<file path="config.mk">
export PLATFORM = sky130hd
export DESIGN_NAME = uart_tx_arbiter_flat
export DESIGN_NICKNAME = d
export VERILOG_FILES = /design/src/rtl/uart_tx_arbiter_pkg.sv /design/src/rtl/uart_tx_arbiter_if.sv /design/src/rtl/uart_tx_arbiter_rr_picker.sv /design/src/rtl/uart_tx_arbiter.sv /design/src/flat_wrapper.sv
export SDC_FILE = /design/constraint.sdc
export NUM_CORES = 1
export LEC_CHECK = 0
export ABC_AREA = 1
export BUFFER_PORTS_ARGS = -buffer_cell sky130_fd_sc_hd__buf_2
export CORE_ASPECT_RATIO = 0.9
export CORE_MARGIN = 1
export CORE_UTILIZATION = 60
export CTS_CLUSTER_DIAMETER = 80
export DETAILED_ROUTE_END_ITERATION = 16
export PLACE_DENSITY = 0.86
export SYNTH_ARGS = -nofsm -noshare
export SYNTH_HDL_FRONTEND = slang
export SYNTH_SLANG_ARGS = --single-unit
</file>
<file path="constraint.sdc">
create_clock -name clk -period 5.8 [get_ports clk]
set_input_delay 0.58 -clock clk [delete_from_list [all_inputs] [get_ports clk]]
set_output_delay 0.58 -clock clk [all_outputs]
set_load 0.05 [all_outputs]
</file>
<file path="src/rtl/uart_tx_arbiter_pkg.sv">
// Shared types for the UART transmit arbiter: FSM state encoding,
// the requester ceiling and a one-hot to index encoder.
package uart_arb_pkg;

    localparam int MAX_REQ   = 8;
    localparam int MAX_IDX_W = $clog2(MAX_REQ);

    typedef enum logic [2:0] {
        IDLE  = 3'd0,
        SEND  = 3'd1,
        ACK   = 3'd2,
        DRAIN = 3'd3,
        HOLD  = 3'd4
    } arb_state_t;

    // OR-reduction encoder; the input is one-hot or all zero.
    function automatic logic [MAX_IDX_W-1:0] onehot_to_idx(input logic [MAX_REQ-1:0] oh);
        logic [MAX_IDX_W-1:0] r;
        r = '0;
        for (int i = 0; i < MAX_REQ; i++) begin
            if (oh[i]) r = r | MAX_IDX_W'(i);
        end
        return r;
    endfunction

endpackage

</file>
<file path="src/rtl/uart_tx_arbiter_if.sv">
// Bundle between the message sources, the arbiter and the shared uart_tx.
// Handshake: requester i raises req_valid[i] with req_data/req_last and holds
// them unchanged until the cycle req_ready[i] is high; a byte is transferred on
// req_valid[i] & req_ready[i]. tx_start is a one-cycle pulse, tx_busy the
// transmitter's reply.
interface uart_tx_arbiter_if #(parameter int N_REQ = 4);

    logic [N_REQ-1:0]   req_valid;
    logic [8*N_REQ-1:0] req_data;
    logic [N_REQ-1:0]   req_last;
    logic [N_REQ-1:0]   req_ready;
    logic               tx_start;
    logic [7:0]         tx_data;
    logic               tx_busy;
    logic [N_REQ-1:0]   grant;
    logic               busy;
    logic               timeout;

    modport master (
        input  req_valid, req_data, req_last, tx_busy,
        output req_ready, tx_start, tx_data, grant, busy, timeout
    );

    modport slave (
        output req_valid, req_data, req_last, tx_busy,
        input  req_ready, tx_start, tx_data, grant, busy, timeout
    );

endinterface

</file>
<file path="src/rtl/uart_tx_arbiter_rr_picker.sv">
// Combinational round-robin picker: one-hot first set bit of req at or after
// ptr, wrapping at N-1 so non-power-of-two widths behave.
module rr_picker #(
    parameter int N = 4
) (
    input  logic [N-1:0]         req,
    input  logic [$clog2(N)-1:0] ptr,
    output logic [N-1:0]         pick,
    output logic                 found
);

    localparam int PW = $clog2(N);

    logic [PW-1:0] idx;

    always_comb begin
        pick  = '0;
        found = 1'b0;
        idx   = ptr;
        for (int k = 0; k < N; k++) begin
            if (!found && req[idx]) begin
                pick[idx] = 1'b1;
                found     = 1'b1;
            end
            idx = (idx == PW'(N - 1)) ? '0 : idx + 1'b1;
        end
    end

endmodule

</file>
<file path="src/rtl/uart_tx_arbiter.sv">
// Round-robin, message-locked scheduler sharing one uart_tx among N_REQ byte
// streams; a grant lasts until a last byte or HOLD_TIMEOUT idle cycles.
module uart_tx_arbiter
    import uart_arb_pkg::*;
#(
    parameter int N_REQ        = 4,
    parameter int HOLD_TIMEOUT = 65535
) (
    input  logic                     clk,
    input  logic                     rst,
    uart_tx_arbiter_if.master        bus,
    output arb_state_t               dbg_state,
    output logic [$clog2(N_REQ)-1:0] dbg_rr_ptr
);

    localparam int PW = $clog2(N_REQ);
    localparam int CW = (HOLD_TIMEOUT > 1) ? $clog2(HOLD_TIMEOUT) : 1;

    arb_state_t       state;
    logic [N_REQ-1:0] grant_q;
    logic [PW-1:0]    g_idx;
    logic [PW-1:0]    rr_ptr;
    logic [7:0]       data_q;
    logic             last_q;
    logic [CW-1:0]    hold_cnt;
    logic             timeout_q;

    logic [N_REQ-1:0] pick;
    logic             found;
    logic [PW-1:0]    pick_idx;
    logic [7:0]       pick_data;
    logic             pick_last;
    logic             owner_valid;
    logic [7:0]       owner_data;
    logic             owner_last;
    logic [PW-1:0]    next_ptr;

    rr_picker #(.N(N_REQ)) u_picker (
        .req   (bus.req_valid),
        .ptr   (rr_ptr),
        .pick  (pick),
        .found (found)
    );

    assign pick_idx    = PW'(onehot_to_idx(MAX_REQ'(pick)));
    assign pick_data   = bus.req_data[8*int'(pick_idx) +: 8];
    assign pick_last   = bus.req_last[pick_idx];
    assign owner_valid = bus.req_valid[g_idx];
    assign owner_data  = bus.req_data[8*int'(g_idx) +: 8];
    assign owner_last  = bus.req_last[g_idx];
    // Explicit wrap compare so N_REQ need not be a power of two.
    assign next_ptr    = (g_idx == PW'(N_REQ - 1)) ? '0 : g_idx + 1'b1;

    always_ff @(posedge clk or posedge rst) begin
        if (rst) begin
            state     <= IDLE;
            grant_q   <= '0;
            g_idx     <= '0;
            rr_ptr    <= '0;
            data_q    <= 8'h00;
            last_q    <= 1'b0;
            hold_cnt  <= '0;
            timeout_q <= 1'b0;
        end else begin
            timeout_q <= 1'b0;
            case (state)
                IDLE: begin
                    if (found) begin
                        grant_q <= pick;
                        g_idx   <= pick_idx;
                        data_q  <= pick_data;
                        last_q  <= pick_last;
                        state   <= SEND;
                    end
                end
                SEND: state <= ACK;
                ACK: begin
                    if (bus.tx_busy) state <= DRAIN;
                end
                DRAIN: begin
                    if (!bus.tx_busy) begin
                        if (last_q) begin
                            grant_q <= '0;
                            rr_ptr  <= next_ptr;
                            state   <= IDLE;
                        end else if (owner_valid) begin
                            data_q <= owner_data;
                            last_q <= owner_last;
                            state  <= SEND;
                        end else begin
                            hold_cnt <= '0;
                            state    <= HOLD;
                        end
                    end
                end
                HOLD: begin
                    // A byte arriving on the expiry cycle still wins.
                    if (owner_valid) begin
                        data_q <= owner_data;
                        last_q <= owner_last;
                        state  <= SEND;
                    end else if (hold_cnt == CW'(HOLD_TIMEOUT - 1)) begin
                        grant_q   <= '0;
                        rr_ptr    <= next_ptr;
                        timeout_q <= 1'b1;
                        state     <= IDLE;
                    end else begin
                        hold_cnt <= hold_cnt + 1'b1;
                    end
                end
                default: state <= IDLE;
            endcase
        end
    end

    assign bus.tx_start  = (state == SEND);
    assign bus.req_ready = (state == SEND) ? grant_q : '0;
    assign bus.tx_data   = data_q;
    assign bus.grant     = grant_q;
    assign bus.busy      = |grant_q;
    assign bus.timeout   = timeout_q;
    assign dbg_state     = state;
    assign dbg_rr_ptr    = rr_ptr;

endmodule
</file>
<file path="src/flat_wrapper.sv">
// flat-port wrapper written by rule: the top's interface ports become plain ports
module uart_tx_arbiter_flat import uart_arb_pkg::*;
#(
    parameter int N_REQ        = 4,
    parameter int HOLD_TIMEOUT = 65535
)
  (clk, rst, dbg_state, dbg_rr_ptr, bus_req_valid, bus_req_data, bus_req_last, bus_tx_busy, bus_req_ready, bus_tx_start, bus_tx_data, bus_grant, bus_busy, bus_timeout);
  uart_tx_arbiter_if #(.N_REQ(N_REQ)) bus_i ();
  input  logic clk;
  input  logic rst;
  output arb_state_t dbg_state;
  output logic [$clog2(N_REQ)-1:0] dbg_rr_ptr;
  input wire logic [$bits(bus_i.req_valid)-1:0] bus_req_valid;
  input wire logic [$bits(bus_i.req_data)-1:0] bus_req_data;
  input wire logic [$bits(bus_i.req_last)-1:0] bus_req_last;
  input wire logic [$bits(bus_i.tx_busy)-1:0] bus_tx_busy;
  output wire logic [$bits(bus_i.req_ready)-1:0] bus_req_ready;
  output wire logic [$bits(bus_i.tx_start)-1:0] bus_tx_start;
  output wire logic [$bits(bus_i.tx_data)-1:0] bus_tx_data;
  output wire logic [$bits(bus_i.grant)-1:0] bus_grant;
  output wire logic [$bits(bus_i.busy)-1:0] bus_busy;
  output wire logic [$bits(bus_i.timeout)-1:0] bus_timeout;
  assign bus_i.req_valid = bus_req_valid;
  assign bus_i.req_data = bus_req_data;
  assign bus_i.req_last = bus_req_last;
  assign bus_i.tx_busy = bus_tx_busy;
  assign bus_req_ready = bus_i.req_ready;
  assign bus_tx_start = bus_i.tx_start;
  assign bus_tx_data = bus_i.tx_data;
  assign bus_grant = bus_i.grant;
  assign bus_busy = bus_i.busy;
  assign bus_timeout = bus_i.timeout;
  uart_tx_arbiter #(.N_REQ(N_REQ), .HOLD_TIMEOUT(HOLD_TIMEOUT)) u_core (.clk(clk), .rst(rst), .bus(bus_i), .dbg_state(dbg_state), .dbg_rr_ptr(dbg_rr_ptr));
endmodule
</file>
* Word-level counts from Yosys, hierarchy flattened
Cells that the tools add are included.
** Word-level totals
- Flip-flop bits (word level) :: 37
- Output and inout port bits :: 24
- Word-level logic and storage cells :: 146
** Cells by class
- Add/sub/neg operators :: 5
- Magnitude comparators :: 10
- Equality and inequality tests :: 20
- Shifts and indexed selects :: 2
- Mux-type cells :: 77
- Bitwise gates (word level) :: 3
- Reduce and logical (&&, ||, !) cells :: 21
** Operators with widths (count)
- 16-bit two-way mux :: 5
- 32-bit by 6-bit variable part select with 8-bit output :: 2
- 4-bit two-way mux :: 10
- 8-bit two-way mux :: 4
- 16-bit case mux with 2 select lines :: 1
- 1-bit two-way mux :: 24
- 8-bit case mux with 3 select lines :: 1
- 3-bit two-way mux :: 7
- 2-bit two-way mux :: 10
- 2-bit by 3-bit < comparator with 1-bit output (second input constant) :: 6
- 16-bit by 1-bit adder with 16-bit output (second input constant) :: 1
- 16-bit == test (second input constant) :: 1
- 3-bit case mux with 5 select lines :: 1
- 1-bit binary-select mux with 2-bit select :: 7
- 2-bit != test (second input constant) :: 6
- 4-bit OR :: 3
- 4-bit case mux with 3 select lines :: 1
- 4-bit AND reduction :: 3
- 6-bit AND reduction :: 2
- 2-bit by 1-bit adder with 2-bit output (second input constant) :: 4
- 1-bit demux with 2-bit select :: 4
- 2-bit == test (second input constant) :: 4
- 2-bit by 1-bit greater-or-equal comparator with 1-bit output (second input constant) :: 4
- 2-bit by 1-bit != test with 1-bit output (second input constant) :: 4
- other kinds (14) :: 23

* Depth between registers and ports, before layout
Gate-level depths: netlist (run 1).
- Depth after elaboration :: 19
- Gate-level depth with buffers :: 18
- Depth with buffers taken out :: 17

* By module
Synthesis (run 1) repeated with hierarchy kept, for this count alone.
** Unflattened totals
- Cells, all modules :: 479
- Area total of the unflattened synthesis :: 3168.0 µm²
** By module, submodules not included
- uart_tx_arbiter :: instances 1, cells each 399, area an instance 2700.1 µm², seq. area each 925.9 µm²
- rr_picker :: instances 1, cells each 80, area an instance 467.9 µm², seq. area each 0.0 µm²

* Worst setup path before layout (run 1)
OpenSTA, ideal clock, no wires.
- Kind :: reg2out
- Start point :: register u_core.state[0] (netlist: u_core.dbg_state[0])
- End point :: output port bus_req_ready[0]
- Data arrival time :: 2.900 ns
- Required time :: 5.220 ns
- Path slack :: 2.320 ns
- Stages on the path, launching flop included :: 5
- Buffers on the path :: 0
- Cell sequence :: dfrtp_1 inv_2 nor3_1 inv_1 nor2_1
** Between the ends
- Longest elaborated chain between the ends :: 2
** Ends and longest elaborated chain
- from (decl) :: line uart_tx_arbiter.sv:19 : arb_state_t state;
- from (signal assigned) :: line uart_tx_arbiter.sv:56 : state <= IDLE;
- from (signal assigned) :: line uart_tx_arbiter.sv:73 : state <= SEND;
- from (signal assigned) :: line uart_tx_arbiter.sv:76 : SEND: state <= ACK;
- 3-bit by 1-bit == test with 1-bit output
- named net bus_tx_start :: line flat_wrapper.sv:18 : output wire logic [$bits(bus_i.tx_start)-1:0] bus_tx_start;
- 4-bit two-way mux :: line uart_tx_arbiter.sv:117 : assign bus.req_ready = (state == SEND) ? grant_q : '0;
- to (decl) :: line flat_wrapper.sv:17 : output wire logic [$bits(bus_i.req_ready)-1:0] bus_req_ready;
The timed path passes the listed nets, and every way through them passes these cells.

* Final worst setup path (run 1)
- Start point :: register u_core.rr_ptr[0] (netlist: u_core.dbg_rr_ptr[0])
- End point :: register u_core.data_q[4] (netlist: u_core.bus.tx_data[4])
** Between the ends
- Longest elaborated chain between the ends :: 18
- Elaborated cells on any way between the ends :: 62
- Classes of those cells :: add/sub (3); order compare (8); eq/ne (4); shift (1); mux (32); bitwise (3); reduce/logical (11)
** Ends and longest elaborated chain
- from (decl) :: line uart_tx_arbiter.sv:22 : logic [PW-1:0] rr_ptr;
- from (signal assigned) :: line uart_tx_arbiter.sv:84 : rr_ptr <= next_ptr;
- from (signal assigned) :: line uart_tx_arbiter.sv:104 : rr_ptr <= next_ptr;
- 2-bit by 1-bit adder with 2-bit output (tied with other cells) :: line uart_tx_arbiter_rr_picker.sv:25 : idx = (idx == PW'(N - 1)) ? '0 : idx + 1'b1;
- 2-bit two-way mux / 1-bit two-way mux (equally long branches) :: line uart_tx_arbiter_rr_picker.sv:25, uart_tx_arbiter_rr_picker.sv:21
- 2-bit by 1-bit adder with 2-bit output (tied with other cells) :: line uart_tx_arbiter_rr_picker.sv:25
- 2-bit two-way mux (tied with other cells) :: line uart_tx_arbiter_rr_picker.sv:25
- 2-bit by 1-bit adder with 2-bit output (tied with other cells) :: line uart_tx_arbiter_rr_picker.sv:25
- 2-bit two-way mux (tied with other cells) :: line uart_tx_arbiter_rr_picker.sv:25
- 2-bit by 3-bit < comparator with 1-bit output (not written as such) (tied with other cells) :: line uart_tx_arbiter_rr_picker.sv:22 : pick[idx] = 1'b1;
- 1-bit logical AND (not written as such) (tied with other cells) :: line uart_tx_arbiter_rr_picker.sv:22
- 1-bit two-way mux (not written as such) (tied with other cells) :: line uart_tx_arbiter_rr_picker.sv:22
- 1-bit demux with 2-bit select (tied with other cells) :: line uart_tx_arbiter_rr_picker.sv:22
- 4-bit OR (no line) / 1-bit logical AND (equally long branches)
- 4-bit two-way mux :: line uart_tx_arbiter_rr_picker.sv:21 : if (!found && req[idx]) begin
- 1-bit two-way mux :: line uart_tx_arbiter_pkg.sv:21 : if (oh[i]) r = r | MAX_IDX_W'(i);
- 2-bit two-way mux (2 in a row) :: line uart_tx_arbiter_pkg.sv:21
- 32-bit by 6-bit variable part select with 8-bit output :: line uart_tx_arbiter.sv:46 : assign pick_data = bus.req_data[8*int'(pick_idx) +: 8];
- 8-bit two-way mux :: line uart_tx_arbiter.sv:68 : if (found) begin
- 8-bit case mux with 3 select lines :: line uart_tx_arbiter.sv:66 : case (state)
- to (signal assigned) :: line uart_tx_arbiter.sv:71 : data_q <= pick_data;
- to (signal assigned) :: line uart_tx_arbiter.sv:87 : data_q <= owner_data;
- to (signal assigned) :: line uart_tx_arbiter.sv:99 : data_q <= owner_data;
- to (decl) :: line uart_tx_arbiter.sv:23 : logic [7:0] data_q;
Parallel ways exist; a longest one is shown, timed or not. The select of a mux whose other input is x is not followed.
A chain may end at the register's enable or synchronous reset.

==> results of run 1 <==
-- Yosys cell counts --
cell type  instances
nor3_4             2
nor2_8             1
a211oi_1           1
nand3_2            5
nand2_1          101
o21a_1             2
o31ai_1            5
dfrtp_1           37
inv_1             73
buf_6              2
buf_2              2
xor2_1             1
o21ai_2            1
clkinv_2           1
o22ai_1            1
nand2_2            9
o211ai_1           3
inv_2             10
nand3_1           69
nor3_2             3
nor3_1             6
nand4_1            9
a21boi_4           1
nor2_1            21
o21ai_0           16
nand3_4            3
o21ai_1            4
nand3b_1           1
a21oi_1           16
nor2_4             7
nor2_2             4
nand2_4            9
or2_0              1
a21boi_0           1
ha_1               9
-- worst min-delay path by stage --
stage / slack [ns] / endpoint / cells after the start
floorplan: 0.46 / u_core.hold_cnt[10]$_DFFE_PP0P_ / 1
global placement: 0.46 / u_core.bus.tx_data[2]$_DFFE_PP0P_ / 2
detailed placement: 0.46 / u_core.bus.tx_data[0]$_DFFE_PP0P_ / 2
CTS: 0.40 / u_core.hold_cnt[12]$_DFFE_PP0P_ / 3
global route: 0.42 / u_core.hold_cnt[11]$_DFFE_PP0P_ / 3
finish: 0.38 / u_core.hold_cnt[11]$_DFFE_PP0P_ / 3
-- through the flow --
stage                     std cells  instance area, um2  utilization
after floorplan                 437                3050            -
after global placement          565                3440        0.707
after detailed placement        565                3440        0.707
after CTS                       573                3570        0.735
after global routing            573                3570        0.735
final                           573                3570        0.735
-- cell families (layout without fill, tap and decap cells) --
family | after synthesis | in the layout | share of synthesized area
buf+inv | 88 | 159 | 0.114
simple gates | 251 | 251 | 0.443
compound gates | 51 | 51 | 0.0997
flops | 37 | 37 | 0.304
fa+ha+maj | 9 | 9 | 0.0369
xor+xnor | 1 | 1 | 0.00287
-- flip-flops by register name, summed over array words and instances (netlist names) --
register / count
u_core.hold_cnt: 16
u_core.dbg_rr_ptr: 2
u_core.bus.tx_data: 8
u_core.last_q: 1
u_core.g_idx: 2
u_core.dbg_state: 3
u_core.bus.timeout: 1
u_core.bus.grant: 4
-- layer usage --
| metal | GRT usage | vias up | wire, um |
|---|---|---|---|
| met5 | 0 | - | 0 |
| met4 | 0.111 | 0 | 165 |
| met3 | 0.0434 | 18 | 501 |
| met2 | 0.484 | 176 | 3410 |
| met1 | 0.381 | 1395 | 3400 |
| li1 | - | 1555 | - |
-- final cells by class --
| class | count | share of cell area |
|---|---|---|
| Multi-Input combinational cell | 312 | 0.497 |
| Sequential cell | 37 | 0.259 |
| Timing Repair Buffer | 67 | 0.0945 |
| Inverter | 84 | 0.0886 |
| Tap cell | 65 | 0.0228 |
| Clock buffer | 5 | 0.0193 |
| Clock inverter | 3 | 0.0193 |
-- power breakdown --
group	internal [mW]	leakage [nW]	total [mW]	switching, mW
sequential	0.338	0.486	0.415	0.0767
clock	0.173	0.0687	0.274	0.101
combinational	0.501	1.42	1.74	1.24
-- critical path, delay by kind of cell, from the launching register on --
family        cells  cell delay [ns]
fa+ha+maj         1             0.42
flops             1             0.50
buf+inv           3             0.61
simple gates      9             1.16
==> results.yml, run 1 <==
pwr:
  vdd_ir_drop_max_uv: 396
  p_leak_nw: 1.98
  total_power_mw: 2.43
  p_per_area_mw_per_mm2: 679
die:
  ios: 67
  die-area_mm2: 0.00537
  start_util: 0.627
  num_rows: 24
  die_h_um: 69.6
  core_mm2: 0.00486
  die_width_um: 77.2
cells_and_area:
  layout.nets: 559
  nFillCells: 381
  drive_above_1_share: 0.258
  syn2layout_area_growth_pct: 17.2
  layout_commonest_cell: "nand2_1"
  n_antenna_cell: 0
  multi_input_area_mm2: 0.00178
  layout_common_cells: "nand2_1, inv_1, nand3_1"
  seq_area_um2: 926
synthesis:
  ys_types: 35
  synth_top_cell_area_share: 0.304
  synthTopCellsByArea: "dfrtp_1, nand2_1, nand3_1, inv_1, ha_1"
  yosys.area.top_type: "dfrtp_1"
  ys_seq_area_frac: 0.304
  syn_area_mm2: 0.00305
  synth_area_per_cell_um2: 6.98
  synth-seq-cells: 37
  yosysWarnings: 0
  synth.net_count: 489
  syn_inst: 437
worst_setup_path:
  start_kind: "flip-flop"
  cp_common_cell: "nand2_1"
  r2r_slack_ns: 3.05
  r2r.worst_path.cells: 13
  cp.required_ns: 6.04
  critical_path_class: "flip-flop to flip-flop"
  crit_arrival_ns: 2.99
  cp-startpoint: "u_core.dbg_rr_ptr[0]$_DFFE_PP0P_"
  setup.worst_path.end_class: "flip-flop"
  cp-endpoint: "u_core.bus.tx_data[4]$_DFFE_PP0P_"
  crit_path_max_fanout: 9
  rr_endpoint: "u_core.bus.tx_data[4]$_DFFE_PP0P_"
  slowest_delay_ns: 0.50
  cpMaxStageDelayCell: "dfrtp_1"
  reg2reg_from: "u_core.dbg_rr_ptr[0]$_DFFE_PP0P_"
  path_cells: "inv_2 -> ha_1 -> inv_2 -> nand2_1 -> nand3_1 -> nand2_2 -> nand4_1 -> nand3_1 -> nand2_1 -> nand4_1 -> inv_1 -> nand2_1 -> nand2_1"
timing:
  hold_slack_ns: 0.379
  rsz0062_at_grt: "no"
  slew-limit-headroom: 0.673
  worstMarginPinSlew_ns: 0.489
  fmax_mhz: 363
  setup_ws_ns: 3.05
  skew_ns: 0.0107
  fin_crit_ns: 2.75
  drv_slew: 0
  period_share: 0.475
  fin_setup_tns_ns: 0
  finalHoldViolations: 0
  setup_violations: 0
cts:
  cts_sinks: 37
  cts_setup_buffers: 0
  clock_path_buffers: 2
  cts_hold_buf: 0
  path_clk_slew_ns: 0.08
  cts_resized: 0
  cts_root_buf: "clkbuf_8"
  clock_latency_ns: 0.29
  cts_tree: "built"
  htreeDepth: 2
  cts_buffers: 5
global_routing:
  overflow: 0
  grt_max_degree: 38
  antenna_found_initial: 0
  grtUsageTotal: 0.291
  grt_pass1_vias: 2797
  grt_pass1_wl_um: 12500
detailed_routing:
  first_iter_violations: 238
  drt_wl_total_um: 7470
  drc: 0
  post_drt_wl_per_cell_um: 13.0
  ant_nets: 0
  detail_route.vias_per_cell: 5.49
  first_pass_iters: 5
  vias: 3144
run:
  cap_violations: 0
placed_design:
  place.gp.congestion: 0.956
  dpl.hpwl_um: 5750
  dp_slack_ns: 3.09
  io_buffer_count: 66
worst_hold_path:
  hold_path_class: "primary input to async pin"
run_status:
  status: "completed"
Note: power is estimated with default switching activity, not from simulation.
==> inputs of run 2 (changes only) <==
CORE_UTILIZATION = 50   (was 60)
PLACE_DENSITY = 0.76   (was 0.86)
clock period = 2.4 ns   (was 5.8 ns; I/O delays follow)
==> results.yml, run 2 (same netlist as run 1, synthesis figures left out) <==
run_status:
  status: "finished with violations"
  violations: "design-rule violations"
detailed_routing:
  ant_nets: 0
  first_iter_violations: 247
  drt_wl_total_um: 7170
  first_pass_iters: 10
  detail_route.vias_per_cell: 5.11
  post_drt_wl_per_cell_um: 12.2
  drc: 4
  vias: 2997
cells_and_area:
  largest_reg_flops: 16
  largest-register: "u_core.hold_cnt"
  syn2layout_area_growth_pct: 21.5
  nFillCells: 536
  layout_commonest_cell: "nand2_1"
  drive_above_1_share: 0.296
  n_antenna_cell: 0
  layout.nets: 569
  layout_common_cells: "nand2_1, inv_1, nand3_1"
  final_cell_area_mm2: 0.00370
placed_design:
  io_buffer_count: 66
  dpl.hpwl_um: 5720
  place.gp.congestion: 0.975
  placed_cell_area_mm2: 0.00351
die:
  die-area_mm2: 0.00642
  ios: 67
  num_rows: 26
  core_mm2: 0.00579
  start_util: 0.527
  die_width_um: 84.3
  die_h_um: 76.1
worst_setup_path:
  critical_path_class: "flip-flop to flip-flop"
  setup.worst_path.end_class: "flip-flop"
  cp.required_ns: 2.62
  crit_path_max_fanout: 8
  r2r.worst_path.cells: 16
  start_kind: "flip-flop"
  crit_arrival_ns: 2.47
timing:
  fin_setup_tns_ns: 0
  setup_violations: 0
  fmax_mhz: 443
  period_share: 0.940
  drv_slew: 0
  fin_crit_ns: 2.26
  worstMarginPinSlew_ns: 0.824
  finalHoldViolations: 0
  skew_ns: 0.0138
  slew-limit-headroom: 0.450
pwr:
  p_leak_nw: 2.01
  p_per_area_mw_per_mm2: 1620
  vdd_ir_drop_max_uv: 1020
global_routing:
  overflow: 0
  grt_pass1_wl_um: 12400
  grt_max_degree: 22
  antenna_found_initial: 0
  grtUsageTotal: 0.232
  grt_pass1_vias: 2776
cts:
  cts_tree: "built"
  cts_buffers: 5
  cts_sinks: 37
  clock_latency_ns: 0.29
  clock_path_buffers: 2
  cts_root_buf: "clkbuf_8"
  htreeDepth: 2
  path_clk_slew_ns: 0.08
run:
  cap_violations: 0
worst_hold_path:
  hold_path_class: "primary input to async pin"
[run 2: per-stage QoR]
stage               setup WS (ns)   util  std cells  hold slack [ns]  total power, mW
floorplan                  0.0133      -        437            0.420             4.47
global placement           0.0700  0.607        576            0.446             5.18
detailed placement        0.00161  0.607        576            0.436             5.25
CTS                        0.0271  0.627        585            0.128             5.80
global route              -0.0107  0.640        587            0.175             6.53
finish                      0.144  0.640        587            0.107             6.00
[run 2: final timing paths]
check | from | end | slack [ns]
max | u_core.dbg_rr_ptr[1]$_DFFE_PP0P_ | u_core.bus.tx_data[5]$_DFFE_PP0P_ | 0.14
min | rst | u_core.hold_cnt[8]$_DFFE_PP0P_ | 0.11
max reg2reg | u_core.dbg_rr_ptr[1]$_DFFE_PP0P_ | u_core.bus.tx_data[5]$_DFFE_PP0P_ | 0.14
min reg2reg | u_core.bus.tx_data[0]$_DFFE_PP0P_ | u_core.bus.tx_data[0]$_DFFE_PP0P_ | 0.48
max in group asynchronous | rst | u_core.hold_cnt[2]$_DFFE_PP0P_ | 1.63
min in group clk | bus_tx_busy | u_core.dbg_state[1]$_DFFE_PP0P_ | 0.29
[run 2: report_power, final]
group          leakage, nW  internal [mW]  switching, mW
clock network       0.0433          0.227          0.219
logic                 1.48           1.43           3.12
registers            0.484          0.820          0.184
[run 2: area by class of cell]
| class | count | area (um2) | area share |
|---|---|---|---|
| multi-input combinational | 312 | 1860 | 0.503 |
| sequential | 37 | 928 | 0.251 |
| timing repair buffer | 77 | 413 | 0.111 |
| inverter | 84 | 322 | 0.0868 |
| tap | 70 | 87.6 | 0.0236 |
| clock buffer | 6 | 82.6 | 0.0223 |
| clock inverter | 1 | 7.51 | 0.00203 |
[run 2: repair_timing]
item,4_1_cts,5_1_grt
buffers inserted,2,2
hold endpoints to repair,0,0
setup endpoints to repair,3,12
gates resized for setup,2,11
pin swaps,2,4
hold buffers,0,0
[run 2: critical path, stage by stage (launching register included)]
cell and delay (ns):
dfrtp_2 0.46, ha_4 0.19, inv_2 0.07, nand2_2 0.09, nand2_2 0.09, nand3_2 0.09
nand2_4 0.13, nor2_4 0.05, nand2_2 0.05, nand3_2 0.08, nor2_4 0.20, nand2_4 0.10
a21boi_4 0.26, nand3_1 0.12, nand2_1 0.09, nand2_1 0.05, nand2_1 0.06
[run 2: routing by layer]
| layer | vias to the layer above | global-route usage | part of all wire |
|---|---|---|---|
| li1 | 1568 | - | - |
| met2 | 101 | 0.375 | 0.46 |
| met3 | 8 | 0.0303 | 0.048 |
| met5 | - | 0 | 0 |
| met4 | 0 | 0.0610 | 0.013 |
| met1 | 1320 | 0.329 | 0.48 |
==> inputs of run 3 (changes only) <==
ABC_AREA = default   (was 1)
CORE_UTILIZATION = 33   (was 50)
PLACE_DENSITY = 0.55   (was 0.76)
==> results.yml, run 3 <==
die:
  ios: 67
  die_h_um: 85.8
  num_rows: 30
  die_width_um: 95.2
  core_mm2: 0.00754
  die-area_mm2: 0.00817
  start_util: 0.342
pwr:
  total_power_mw: 5.96
  pwr-share-clk: 0.075
  power_frac_seq: 0.169
  switching_share: 0.456
  p_per_area_mw_per_mm2: 1540
  comb_power_share: 0.756
  power.switching_mw: 2.72
  p_leak_nw: 1.81
  vdd_ir_drop_max_uv: 884
  internal_power_mw: 3.24
synthesis:
  synth-simple-area-share: 0.194
  synth.most_common_cell: "dfrtp_1"
  synthTopCellsByArea: "dfrtp_1, mux2i_1, nor2_1, ha_1, nand2_1"
  ys_types: 54
  async_reset_ff_frac: 1.00
  synth_flop_cell: "dfrtp_1"
  synth-seq-cells: 37
  syn_inst: 273
  synthAdderAreaFrac: 0.0437
  syn_area_mm2: 0.00258
  yosysWarnings: 0
  synth_edf_count: 0
  yosys.area_share.xor_xnor: 0.0408
  synth.net_count: 325
  synth_area_per_cell_um2: 9.44
  synth_top_cell_area_share: 0.359
  synthMuxAreaShare: 0.156
  synth_top_family_by_area: "simple AND/OR/NAND/NOR gates"
  ys_seq_area_frac: 0.359
  synthTopCellsByCount: "dfrtp_1, nor2_1, nand2_1"
  synth_compound_area_frac: 0.162
  yosys.area.top_type: "dfrtp_1"
cts:
  cts_tree: "built"
  htreeDepth: 2
  clock_path_buffers: 2
  cts_buffers: 5
  clock_latency_ns: 0.28
  path_clk_slew_ns: 0.08
  cts_sinks: 37
  cts_root_buf: "clkbuf_8"
cells_and_area:
  syn2layout_area_growth_pct: 50.1
  multi_input_area_mm2: 0.00186
  n_antenna_cell: 0
  layout_common_cells: "buf_2, buf_4, dfrtp_1"
  seq_area_um2: 932
  layout_commonest_cell: "buf_2"
  drive_above_1_share: 0.492
  largest_reg_flops: 16
  layout.nets: 444
  nFillCells: 673
  largest-register: "u_core.hold_cnt"
  fin_util: 0.513
global_routing:
  grt_max_degree: 15
  overflow: 0
  grtUsageTotal: 0.178
  grt_pass1_vias: 2498
  grt_pass1_wl_um: 11600
  antenna_found_initial: 0
timing:
  period_share: 1.16
  skew_ns: 0.00923
  finalHoldViolations: 0
  fin_crit_ns: 2.78
  rsz0062_at_grt: "yes"
  worstMarginPinSlew_ns: 0.577
  drv_slew: 0
  slew-limit-headroom: 0.614
  setup_violations: 13
  fmax_mhz: 359
  setup_ws_ns: -0.383
placed_design:
  dpl.hpwl_um: 5030
  dp_slack_ns: -0.267
  place.gp.congestion: 0.931
  io_buffer_count: 66
detailed_routing:
  drc: 0
  detail_route.vias_per_cell: 5.11
  post_drt_wl_per_cell_um: 14.8
  vias: 2494
  first_pass_iters: 4
  drt_wl_total_um: 7200
  ant_nets: 0
  first_iter_violations: 145
worst_setup_path:
  setup.worst_path.end_class: "flip-flop"
  path_cells: "inv_4 -> ha_4 -> mux2i_2 -> buf_4 -> a2bb2oi_2 -> o221ai_2 -> a222oi_1 -> buf_4 -> a31oi_4 -> clkbuf_16 -> mux2i_1 -> o221ai_2"
  crit_path_max_fanout: 8
  critical-path-top-delay-family: "compound AO/OA/AOI/OAI gates"
  cpMaxStageDelayCell: "dfrtp_2"
  crit_arrival_ns: 2.94
  path_buf_inv: 4
  start_kind: "flip-flop"
  slowest_delay_ns: 0.40
  critical_path_class: "flip-flop to flip-flop"
  cp.required_ns: 2.56
run:
  cap_violations: 0
run_status:
  violations: "negative setup slack"
  status: "finished with violations"
worst_hold_path:
  hold_path_class: "primary input to flip-flop"
==> run 3: changes by cell type in the layout (fill, tap and decap cells not counted), sizes merged, moves of 10 or more <==
cell,change
nand2,-91
nand3,-72
inv,-70
buf,+42
mux2i,+24
o21ai,-10
==> run 3: what timing repair did <==
item                                    CTS  global route
setup buffers                            12             6
hold buffers                              1             0
resized for setup                        29            33
gates cloned                              1             0
hold endpoints to repair                 10             0
endpoints found under the setup margin   14            19
pin swaps                                13            13
==> run 3: power by group through the flow <==
stage | registers [mW] | clock network [mW] | logic, mW
floorplan | 1.38 | 0 | 1.98
global placement | 1.02 | 0 | 3.36
detailed placement | 1.01 | 0 | 3.39
CTS | 1.01 | 0.458 | 4.01
global route | 1.04 | 0.483 | 4.82
finish | 1.01 | 0.448 | 4.51
==> run 3: worst register-to-register path: stages, from the launching register on <==
cell and delay [ns]:
dfrtp_2 0.40, inv_4 0.04, ha_4 0.34, mux2i_2 0.26, buf_4 0.15, a2bb2oi_2 0.14
o221ai_2 0.12, a222oi_1 0.36, buf_4 0.20, a31oi_4 0.12, clkbuf_16 0.23, mux2i_1 0.19
o221ai_2 0.11
==> run 3: final timing paths <==
path	startpoint	to	slack, ns	cells after the start
setup / recovery	u_core.dbg_rr_ptr[0]$_DFFE_PP0P_	u_core.bus.tx_data[2]$_DFFE_PP0P_	-0.38	12
hold / removal	bus_req_data[3]	u_core.bus.tx_data[3]$_DFFE_PP0P_	0.26	3
setup reg to reg	u_core.dbg_rr_ptr[0]$_DFFE_PP0P_	u_core.bus.tx_data[2]$_DFFE_PP0P_	-0.38	12
hold reg to reg	u_core.bus.tx_data[5]$_DFFE_PP0P_	u_core.bus.tx_data[5]$_DFFE_PP0P_	0.48	2
max in group asynchronous	rst	u_core.dbg_state[1]$_DFFE_PP0P_	1.33	4
min in group asynchronous	rst	u_core.hold_cnt[14]$_DFFE_PP0P_	0.50	3
==> run 3: per-layer routing <==
layer | GRT usage | part of all wire | vias to the layer above
li1 | - | - | 1232
met1 | 0.231 | 0.46 | 1184
met2 | 0.301 | 0.48 | 72
met3 | 0.0248 | 0.048 | 6
met4 | 0.0606 | 0.011 | 0
met5 | 0 | 0 | -
==> run 3: area by class of cell <==
| type | count | share of cell area |
|---|---|---|
| repair buffers | 121 | 0.212 |
| flip-flops and latches | 37 | 0.241 |
| inverters | 13 | 0.0133 |
| well taps | 96 | 0.0310 |
| clock buffers | 7 | 0.0223 |
| multi-input cells | 214 | 0.480 |
==> run 3: cell families (layout without fill, tap and decap cells) <==
family	count (synthesis)	after routing
compound gates	56	56
buf+inv	22	141
mux	35	35
flops	37	37
xor+xnor	12	12
simple gates	102	102
fa+ha+maj	9	9
==> run 3: per-stage QoR <==
step / cells / area, um2 / hold WS (ns) / setup TNS [ns]
after floorplan: 273 / 2620 / 0.419 / -7.98
after global placement: 463 / 3320 / 0.275 / -2.88
after detailed placement: 463 / 3320 / 0.261 / -2.58
after CTS: 483 / 3660 / 0.249 / -2.06
after global routing: 488 / 3870 / 0.267 / -5.24
final: 488 / 3870 / 0.258 / -3.54
